File: src/rtl/bist_signature_checker_pkg.sv
// Shared definitions for the BIST signature checker: default parameter
// values and the FSM state encoding.
package bist_signature_checker_pkg;

    // Default MISR geometry: x^8 + x^4 + x^3 + x^2 + 1, starting from zero
    localparam int         DEF_WIDTH      = 8;
    localparam logic [7:0] DEF_POLY       = 8'h1D;
    localparam logic [7:0] DEF_SEED       = 8'h00;
    localparam logic [7:0] DEF_GOLDEN     = 8'h00;

    // Default compacted-cycle counter geometry
    localparam int         DEF_CNT_W      = 8;
    localparam logic [7:0] DEF_EXP_CYCLES = 8'd0;

    // Checker FSM states (2-bit codes)
    typedef enum logic [1:0] {
        ST_IDLE    = 2'd0,
        ST_COMPACT = 2'd1,
        ST_CHECK   = 2'd2,
        ST_DONE    = 2'd3
    } state_t;

endpackage

File: src/rtl/bist_signature_checker_misr_reg.sv
// Multiple-input signature register used to compact the CUT response.
// A load restarts compaction from the seed; load together with step folds
// the first response word into the seed in the same cycle.
import bist_signature_checker_pkg::*;

module misr_reg #(
    parameter int               WIDTH = DEF_WIDTH,
    parameter logic [WIDTH-1:0] POLY  = WIDTH'(DEF_POLY),
    parameter logic [WIDTH-1:0] SEED  = WIDTH'(DEF_SEED)
) (
    input  logic             i_clk,
    input  logic             i_rst_n,
    input  logic             i_load,
    input  logic             i_step,
    input  logic [WIDTH-1:0] i_seed,
    input  logic [WIDTH-1:0] i_din,
    output logic [WIDTH-1:0] o_q
);

    logic [WIDTH-1:0] r_q;
    logic [WIDTH-1:0] w_base;
    logic [WIDTH-1:0] w_next;

    // Next MISR value: shift left, fold the MSB back through the taps, mix in data
    always_comb begin
        w_base = i_load ? i_seed : r_q;
        w_next = {w_base[WIDTH-2:0], 1'b0}
               ^ (w_base[WIDTH-1] ? POLY : '0)
               ^ i_din;
    end

    // Signature register; a step takes priority over a plain reload
    always_ff @(posedge i_clk or negedge i_rst_n) begin
        if (!i_rst_n) begin
            r_q <= SEED;
        end else if (i_step) begin
            r_q <= w_next;
        end else if (i_load) begin
            r_q <= i_seed;
        end
    end

    assign o_q = r_q;

endmodule

File: config.mk
export PLATFORM = sky130hd
export DESIGN_NAME = misr_reg
export DESIGN_NICKNAME = d
export VERILOG_FILES = /design/src/rtl/bist_signature_checker_pkg.sv /design/src/rtl/bist_signature_checker_misr_reg.sv
export SDC_FILE = /design/constraint.sdc
export NUM_CORES = 1
export LEC_CHECK = 0
export BUFFER_PORTS_ARGS = -buffer_cell sky130_fd_sc_hd__clkbuf_2
export CORE_AREA = 2 2 39 41
export CTS_CLUSTER_SIZE = 10
export DETAILED_ROUTE_END_ITERATION = 10
export DIE_AREA = 0 0 41 43
export PLACE_DENSITY = 0.72
export SYNTH_ARGS = -nofsm -noshare
export SYNTH_HDL_FRONTEND = slang
export SYNTH_SLANG_ARGS = --single-unit
File: constraint.sdc
create_clock -name i_clk -period 2.1 [get_ports i_clk]
set_input_delay 0.105 -clock i_clk [delete_from_list [all_inputs] [get_ports i_clk]]
set_output_delay 0.105 -clock i_clk [all_outputs]
set_load 0.02 [all_outputs]
**Yosys cells after proc, flatten, opt, wreduce, memory -nomap -nowiden**

Cells that the tools add are included.

- Magnitude comparators: 0
- Add/sub/neg operators: 0
- Reduce and logical (&&, ||, !) cells: 0
- Bitwise gates (word level): 2
- $mul: 0
- Div/mod/pow operators: 0
- Shift-type cells: 0
- Mux-type cells: 3
- Equal/unequal tests: 0

Operators with widths:

| operator | number |
|---|---|
| $mux 8 | 2 |
| $xor 8x5->8 | 1 |
| $xor 8x8->8 | 1 |
| $mux 5 | 1 |

- Memories kept: 0
- RAM bits: 0
- Latch bits: 0
- Bits in registers: 8
- ROM bits: 0
- Input bits: 20

**Depth between registers and ports, before layout**

Gate-level depths: netlist (run 1).

- Word-level depth: 5
- Mapped depth: 4
- Depth with buffers taken out: 3

**Worst setup path after synthesis (run 1)**

Ideal clock, no wire load.

- Path kind: reg-to-reg
- Start point: register r_q[7], in the netlist o_q[7]
- End point: register r_q[2], in the netlist o_q[2]
- Clock period less this slack: 1.256 ns
- Path slack: 0.844 ns
- Setup time: 0.080 ns
- Data arrival time: 1.176 ns
- Required time: 2.020 ns
- Cell stages (with the launch flop): 4
- Path buffers: 0
- Cell sequence: dfrtp_1 > mux2i_4 > xnor3_1 > mux2i_1

- Word-level cells in the longest chain between the ends: 5

Ends and longest elaborated chain:

| element | RTL line | RTL |
|---|---|---|
| start, declared | bist_signature_checker_misr_reg.sv:20 | `logic [WIDTH-1:0] r_q;` |
| start signal, assigned | bist_signature_checker_misr_reg.sv:37 | `r_q <= w_next;` |
| start signal, assigned | bist_signature_checker_misr_reg.sv:39 | `r_q <= i_seed;` |
| $mux 8 | -- |  |
| $mux 5 | bist_signature_checker_misr_reg.sv:28 | `^ (w_base[WIDTH-1] ? POLY : '0)` |
| $xor 8x5->8 | bist_signature_checker_misr_reg.sv:28 |  |
| $xor 8x8->8 | bist_signature_checker_misr_reg.sv:29 | `^ i_din;` |
| $mux 8 | bist_signature_checker_misr_reg.sv:36 | `end else if (i_step) begin` |

No other way between the ends.

**Worst setup path after layout (run 1)**

- Start point: register r_q[7], in the netlist o_q[7]
- End point: register r_q[4], in the netlist o_q[4]

Same word-level chain as after synthesis.

==> results.yml, run 1 <==
synthesis:
  synth_area_leader_cell: "dfrtp_1"
  netlist_instances: 34
  yosysSeqAreaShare_pct: 40.1
  ys_seq_elements: 8
  avgSynthCellArea_sq_um: 14.7
  syn_area_sq_um: 499
  synth_area_leaders: "dfrtp_1 (40%), mux2i_1 (30%), xnor3_1 (14%)"
  synth_nets: 54
  yosys.area.top_type_share_pct: 40.1
  yosysUniqueCellTypes: 7
  yosys_warnings: 0
clock_network:
  clock_path_buffers: 2
  insertion_delay_ps: 250
  cts_buffers: 3
  postCtsSetupBuffers: 0
  cts_sinks: 8
  path_clk_slew_ps: 60
  h-tree-depth: 1
  cts_tree: "built"
  root_buffer: "clkbuf_4"
route:
  vias: 361
  viasPerCell: 4.57
  wl_per_cell_microns: 11.9
  wl_microns: 942
  firstDrtPassIters: 1
  ant_nets: 0
  drc: 0
  first_iter_violations: 0
run:
  max-cap-violations: 0
power:
  intPower_uw: 369
  clkPwrFrac_pct: 21.1
  power.switching_uw: 202
  pwr-share-seq_pct: 38.0
  power.leakage_nw: 0.385
  netSwitchingFraction_pct: 35.4
  p_comb_share_pct: 41.0
  vdd_drop_max_mv: 0.336
  power_density_nw_per_um2: 850
worst_setup_path:
  path_cells: "mux2i_4 -> xnor3_1 -> mux2i_1"
  worst_path_max_delay_cell: "dfrtp_1"
  start_kind: "register"
  critical_path.top_delay_family: "flip-flops"
  cp_num_cells: 3
  required_ps: 2270
  critical_path_arrival_ps: 1420
  cp_max_fo: 5
  path_buf_inv: 0
  endpoint_kind: "register"
  critPathMaxStageDelay_ps: 400
  r2r_cells: 3
  critPathKind: "reg2reg"
die:
  core_sq_um: 1380
  start_util_pct: 36.1
  fp.dieH_microns: 43
  die_w_microns: 41
  rows: 14
  io_pins: 28
  dieArea_sq_um: 1760
timing:
  setup_ws_ps: 851
  fin_skew_ps: 7.08
  setup-tns-final_ps: 0
  hold_slack_ps: 160
  worst_pin_slew_ps: 282
  fmax_mhz: 800
  relSlewSlack_pct: 80.8
  rsz0062_at_grt: "no"
  setup_violations: 0
  drv_slew: 0
  period_share_pct: 59.5
  hold_violations: 0
  min_period_ps: 1250
finish:
  n_antenna_cell: 0
  area_growth_pct: 34.6
  layout-drive-gt1-share_pct: 49.2
  fin_nets: 85
  fillerInstances: 132
  fin_util_pct: 48.6
  most-common-layout-cells: "clkbuf_2 (27), mux2i_1 (15), dfrtp_1 (8)"
  layout_commonest_cell: "clkbuf_2"
  largest_reg_flops: 8
placement:
  hpwlAfterDp_microns: 789
  dpl_worst_slack_ps: 721
  gp_congestion: 0.673
  numPortBuffers: 27
grt:
  grtUsageTotal_pct: 13.4
  antenna_found_initial: 0
  grt_pass1_vias: 389
  grt_max_degree: 9
  grt_pass1_wl_microns: 1540
  overflow: 0
run_status:
  status: "complete, no violations"
worst_hold_path:
  whs_path_depth: 3
  hold_path.class: "in2reg"
worst register-to-register path, stage by stage, from the launching register on:
cell and delay (ps):
dfrtp_1 400, mux2i_4 270, xnor3_1 380, mux2i_1 130
logic make-up (layout without fill, tap and decap cells):
kind of cell	count (synthesis)	count (layout)	share of synthesized area (%)
xor+xnor	8	8	22.3
mux	16	16	34.6
buf+inv	2	31	3.01
flops	8	8	40.1
timing repair:
action / 4_1_cts / 5_1_grt
resized for setup: 0 / 0
hold endpoints to repair: 8 / 0
hold buffers: 1 / 0
routing by layer:
metal,part of all wire (%),up-vias,GRT usage (%)
met5,0,-,0
met4,0,0,8.00
met3,8.5,0,3.14
met2,53,14,22.5
met1,38,169,14.1
li1,-,178,-
cell usage after synthesis:
| library cell | number |
|---|---|
| xnor3_1 | 3 |
| dfrtp_1 | 8 |
| mux2i_4 | 1 |
| buf_1 | 1 |
| xor2_1 | 5 |
| mux2i_1 | 15 |
| buf_6 | 1 |
layout make-up:
type	count	area (sq um)	area share, %
clock buffers	3	22.5	3.35
flip-flops and latches	8	200	29.8
multi-input cells	24	284	42.3
well taps	16	20.0	2.98
repair buffers	28	145	21.6
metrics by stage:
| stage | std cells | total power, mW | instance area, sq um |
|---|---|---|---|
| floorplan | 34 | 0.379 | 499 |
| global placement | 75 | 0.450 | 639 |
| detailed placement | 75 | 0.456 | 639 |
| CTS | 79 | 0.581 | 672 |
| global route | 79 | 0.610 | 672 |
| finish | 79 | 0.571 | 672 |
power by group through the flow:
stage / Sequential, mW / Combinational, mW / Clock (mW)
after floorplan: 0.268 / 0.111 / 0
after global placement: 0.218 / 0.232 / 0
after detailed placement: 0.220 / 0.237 / 0
after CTS: 0.217 / 0.238 / 0.125
after global routing: 0.222 / 0.255 / 0.134
final: 0.217 / 0.234 / 0.120
final timing paths:
kind	startpoint	to	slack (ps)
setup reg to reg	o_q[7]	o_q[4]	850
min in group asynchronous	i_rst_n	o_q[3]	240
max in group asynchronous	i_rst_n	o_q[6]	1680
setup / recovery	o_q[7]	o_q[4]	850
hold reg to reg	o_q[4]	o_q[4]	610
hold / removal	i_din[1]	o_q[1]	160
No activity file was read; power rests on OpenSTA's default activity.
==> run 2, diff against run 1 <==
clock period = 1.2 ns   (was 2.1 ns; I/O delays follow)
==> run 2 against run 1 <==
Net effect: die area stayed put; routed wire length is 1.7% lower; critical path depth stayed put; register-to-register slack worse by 800 ps; fmax is 8.8% higher; non-clock buffer count is 2 higher; clock skew hardly changed; first-iteration DRC count stayed put; via count is 5.8% higher; worst hold slack worse by 53 ps; cell count is 3.8% higher; highest routed layer is now met4.
==> results.yml, run 2 (synthesis results as in run 1) <==
clock_network:
  clock_path_buffers: 2
  cts_tree: "built"
  path_clk_slew_ps: 60
  root_buffer: "clkbuf_4"
  cts_sinks: 8
  insertion_delay_ps: 250
  cts_buffers: 3
  h-tree-depth: 1
timing:
  worst_pin_slew_ps: 240
  fin_skew_ps: 7.01
  min_period_ps: 1150
  rsz0062_at_grt: "yes"
  relSlewSlack_pct: 83.5
  setup-tns-final_ps: 0
  setup_ws_ps: 51.3
  hold_violations: 0
  fmax_mhz: 871
  period_share_pct: 95.7
  drv_slew: 0
  setup_violations: 0
finish:
  final_cells: 82
  layout_commonest_cell: "clkbuf_2"
  layout-drive-gt1-share_pct: 54.5
  n_antenna_cell: 0
  fillerInstances: 139
  fin_nets: 87
  fin_util_pct: 50.5
  area_growth_pct: 40.1
  largest_reg_flops: 8
  most-common-layout-cells: "clkbuf_2 (27), mux2i_1 (13), dfrtp_1 (7)"
worst_setup_path:
  reg2reg_slack_ps: 50
  worst_path_max_delay_cell: "dfrtp_1"
  path_buf_inv: 0
  path_cells: "mux2i_2 -> xnor3_1 -> mux2i_1"
  timing.rr.start: "o_q[2]"
  endpoint_kind: "register"
  r2r_cells: 3
  critical_path.top_delay_family: "flip-flops"
  critPathKind: "reg2reg"
  critical_path_arrival_ps: 1320
  cp_max_fo: 2
  critPathMaxStageDelay_ps: 380
  required_ps: 1370
  start_kind: "register"
  rr_endpoint: "o_q[3]"
die:
  fp.dieH_microns: 43
  dieArea_sq_um: 1760
  die_w_microns: 41
  core_sq_um: 1380
  start_util_pct: 36.1
  rows: 14
  io_pins: 28
route:
  firstDrtPassIters: 1
  ant_nets: 0
  drc: 0
  wl_microns: 926
  wl_per_cell_microns: 11.3
  viasPerCell: 4.66
  vias: 382
  first_iter_violations: 0
worst_hold_path:
  hold_path.class: "in2reg"
  hp-start: "i_din[6]"
  whs_path_depth: 3
  min_to: "o_q[6]"
placement:
  numPortBuffers: 27
  dpl_worst_slack_ps: 14.3
  gp_congestion: 0.592
  dp_cells: 76
run:
  max-cap-violations: 0
grt:
  grt_pass1_vias: 350
  use_met3_pct: 3.14
  grt-busiest-layer: "met2"
  antenna_found_initial: 0
  overflow: 0
  grtUsageTotal_pct: 11.8
  met1_usage_pct: 13.4
  grt_pass1_wl_microns: 1350
  grt_max_degree: 9
  grt_util_met2_pct: 18.1
run_status:
  status: "complete, no violations"
power:
  power_density_nw_per_um2: 1480
  power_mw: 1.03
  vdd_drop_max_mv: 0.739
  power.leakage_nw: 0.392
## run 2: changes by cell type in the layout (fill, tap and decap cells not counted)
| cell | previous run | this run |
|---|---|---|
| mux2i_1 | 15 | 13 |
| clkbuf_1 | 0 | 1 |
| dfrtp_1 | 8 | 7 |
| buf_4 | 0 | 2 |
| dfrtp_2 | 0 | 1 |
| mux2i_2 | 0 | 2 |
## run 2: worst max-delay path by stage
stage	startpoint	end	slack, ps	depth (start not counted)
2_1_floorplan	o_q[1]	o_q[2]	30	3
3_3_place_gp	i_load	o_q[3]	30	4
3_5_place_dp	i_load	o_q[3]	10	4
4_1_cts	o_q[2]	o_q[3]	20	3
5_1_grt	o_q[1]	o_q[2]	-20	3
6_report	o_q[2]	o_q[3]	50	3
## run 2: layout make-up
| class | count | area, sq um | share of cell area, % |
|---|---|---|---|
| multi-input combinational | 24 | 292 | 41.7 |
| sequential | 8 | 201 | 28.8 |
| timing repair buffer | 30 | 160 | 22.9 |
| clock buffer | 4 | 26.3 | 3.76 |
| tap | 16 | 20.0 | 2.86 |
## run 2: report_power, final
group / total [mW] / internal [mW] / switching (mW)
logic: 0.428 / 0.209 / 0.219
registers: 0.382 / 0.341 / 0.0414
clock network: 0.224 / 0.128 / 0.0967
## run 2: worst min-delay path, delay by kind of cell
family / cells / cell delay [ps]
buf+inv: 1 / 80
xor+xnor: 1 / 60
mux: 1 / 120
## run 2: metal layers
metal  share of wire [%]  wire [microns]
met2                  50             462
met4                0.43               4
met3                 8.4              78
met5                   0               0
met1                  41             380
## run 2: timing repair
item	in CTS	in global routing
resized for setup	0	2
hold buffers	1	0
endpoints found under the setup margin	0	2
endpoints found under the hold margin	8	0
buffers inserted	0	1
## run 2: stage by stage
step	area (sq um)	hold slack, ps
after floorplan	500	-236
after global placement	648	-84.5
after detailed placement	648	-80.3
after CTS	684	102
after global routing	699	119
final	699	107
==> run 3, diff against run 2 <==
CORE_AREA = 4 4 41 43   (was 2 2 39 41)
DIE_AREA = 0 0 45 47   (was 0 0 41 43)
RECOVER_POWER = 25   (was unset)
==> run 3 against run 2 <==
Net effect: register-to-register slack lost 50 ps; worst hold slack got worse by 5.1 ps; utilization rose by 4.5 points; critical path type unchanged; fmax shrank 3.8%; critical path depth increased by 1; first-iteration DRC count rose by 4; sequential cell count is the same; non-clock buffer count grew 3; critical endpoint unchanged; count of clock-buffer cells in the layout is the same; sequential power down 1%; largest power group unchanged; largest cell class unchanged; cell count up 2.4%.
==> results.yml, run 3 (synthesis results as in run 1) <==
run_status:
  status: "complete, no violations"
route:
  drc: 0
  viasPerCell: 4.73
  wl_per_cell_microns: 12.5
  firstDrtPassIters: 2
  ant_nets: 0
  first_iter_violations: 4
  wl_microns: 1050
  vias: 397
timing:
  hold_violations: 0
  drv_slew: 0
  period_share_pct: 99.6
  hold_slack_ps: 102
  setup_violations: 0
  fin_skew_ps: 9.76
  setup_ws_ps: 5.36
  min_period_ps: 1190
  worst_pin_slew_ps: 463
  relSlewSlack_pct: 69.1
  fmax_mhz: 837
  rsz0062_at_grt: "yes"
finish:
  final_cells: 84
  layout-drive-gt1-share_pct: 53.6
  n_antenna_cell: 0
  most-common-layout-cells: "clkbuf_2 (26), mux2i_1 (14), dfrtp_1 (7)"
  fillerInstances: 133
  seq_area_sq_um: 201
  multi_input_area_sq_um: 288
  layout_commonest_cell: "clkbuf_2"
  area_growth_pct: 43.4
  largest_reg_flops: 8
  fin_nets: 90
  final_cell_area_sq_um: 716
die:
  rows: 13
  core_sq_um: 1300
  start_util_pct: 38.4
  io_pins: 28
  dieArea_sq_um: 2120
  fp.dieH_microns: 47
  die_w_microns: 45
grt:
  met1_usage_pct: 12.4
  use_met3_pct: 4.60
  antenna_found_initial: 0
  grtUsageTotal_pct: 11.4
  grt_max_degree: 9
  overflow: 0
  grt_util_met2_pct: 19.5
  grt-busiest-layer: "met2"
  grt_pass1_vias: 405
  grt_pass1_wl_microns: 1660
placement:
  placed_cell_area_sq_um: 654
  hpwlAfterDp_microns: 811
  numPortBuffers: 27
  gp_congestion: 0.652
  dpl_worst_slack_ps: -15.7
  dp_cells: 76
worst_setup_path:
  path_cells: "mux2i_4 -> buf_4 -> xnor3_1 -> mux2i_1"
  start_kind: "register"
  endpoint_kind: "register"
  critPathMaxStageDelay_ps: 420
  critPathKind: "reg2reg"
  reg2reg_slack_ps: 5
  path_buf_inv: 1
  critical_path.top_delay_family: "flip-flops"
  required_ps: 1380
  critical_path_arrival_ps: 1370
  cp_max_fo: 4
  worst_path_max_delay_cell: "dfrtp_2"
power:
  power_mw: 1.06
  pwr-share-seq_pct: 35.8
  vdd_drop_max_mv: 0.851
  clkPwrFrac_pct: 21.9
  netSwitchingFraction_pct: 34.9
  intPower_uw: 689
  power_density_nw_per_um2: 1480
  power.leakage_nw: 0.405
  power.switching_uw: 369
  p_comb_share_pct: 42.4
clock_network:
  insertion_delay_ps: 260
  cts_sinks: 8
  cts_tree: "built"
  path_clk_slew_ps: 60
  clock_path_buffers: 2
  root_buffer: "clkbuf_4"
  h-tree-depth: 1
  cts_buffers: 3
worst_hold_path:
  hold_path.class: "in2reg"
run:
  max-cap-violations: 0
[run 3: changes by cell type in the layout (fill, tap and decap cells not counted), sizes merged]
cell	delta
buf	+3
[run 3: area by class of cell]
cell class / instances / area share [%]
repair buffers: 33 / 25.3
clock buffers: 4 / 3.67
flip-flops and latches: 8 / 28.1
multi-input cells: 24 / 40.2
well taps: 15 / 2.62
[run 3: final timing paths]
| path | cells past startpoint | from | to |
|---|---|---|---|
| max in group asynchronous | 2 | i_rst_n | o_q[7] |
| min in group asynchronous | 2 | i_rst_n | o_q[0] |
| max | 4 | o_q[7] | o_q[3] |
| max reg2reg | 4 | o_q[7] | o_q[3] |
| min | 3 | i_din[0] | o_q[0] |
| min reg2reg | 2 | o_q[6] | o_q[6] |
[run 3: layer usage]
layer	up-vias	part of all wire [%]
li1	190	-
met1	187	38
met2	20	53
met3	0	9.2
met4	0	0
met5	-	0
[run 3: power groups by stage]
stage               clock [mW]  sequential, mW  combinational [mW]
finish                   0.231           0.378               0.448
global route             0.253           0.392               0.488
CTS                      0.238           0.380               0.435
detailed placement           0           0.382               0.427
global placement             0           0.383               0.417
floorplan                    0           0.471               0.199
[run 3: worst reg2reg max path: cells and delay by family, from the launching register on]
family,cells,cell delay [ps]
DFF,1,420
muxes,2,330
xor gates and xnor gates,1,200
buffers and inverters,1,160
[run 3: repair_timing]
item / in CTS / in global routing
setup buffers: 0 / 3
pin swaps: 0 / 1
endpoints found under the setup margin: 1 / 3
gates resized for setup: 1 / 0
hold buffers: 1 / 0
endpoints found under the hold margin: 8 / 0
[run 3: per-stage QoR]
stage	util [%]	setup TNS [ps]
finish	55.0	0
global route	55.0	-208
CTS	53.4	0
detailed placement	50.3	-21.7
global placement	50.3	0
floorplan	-	0
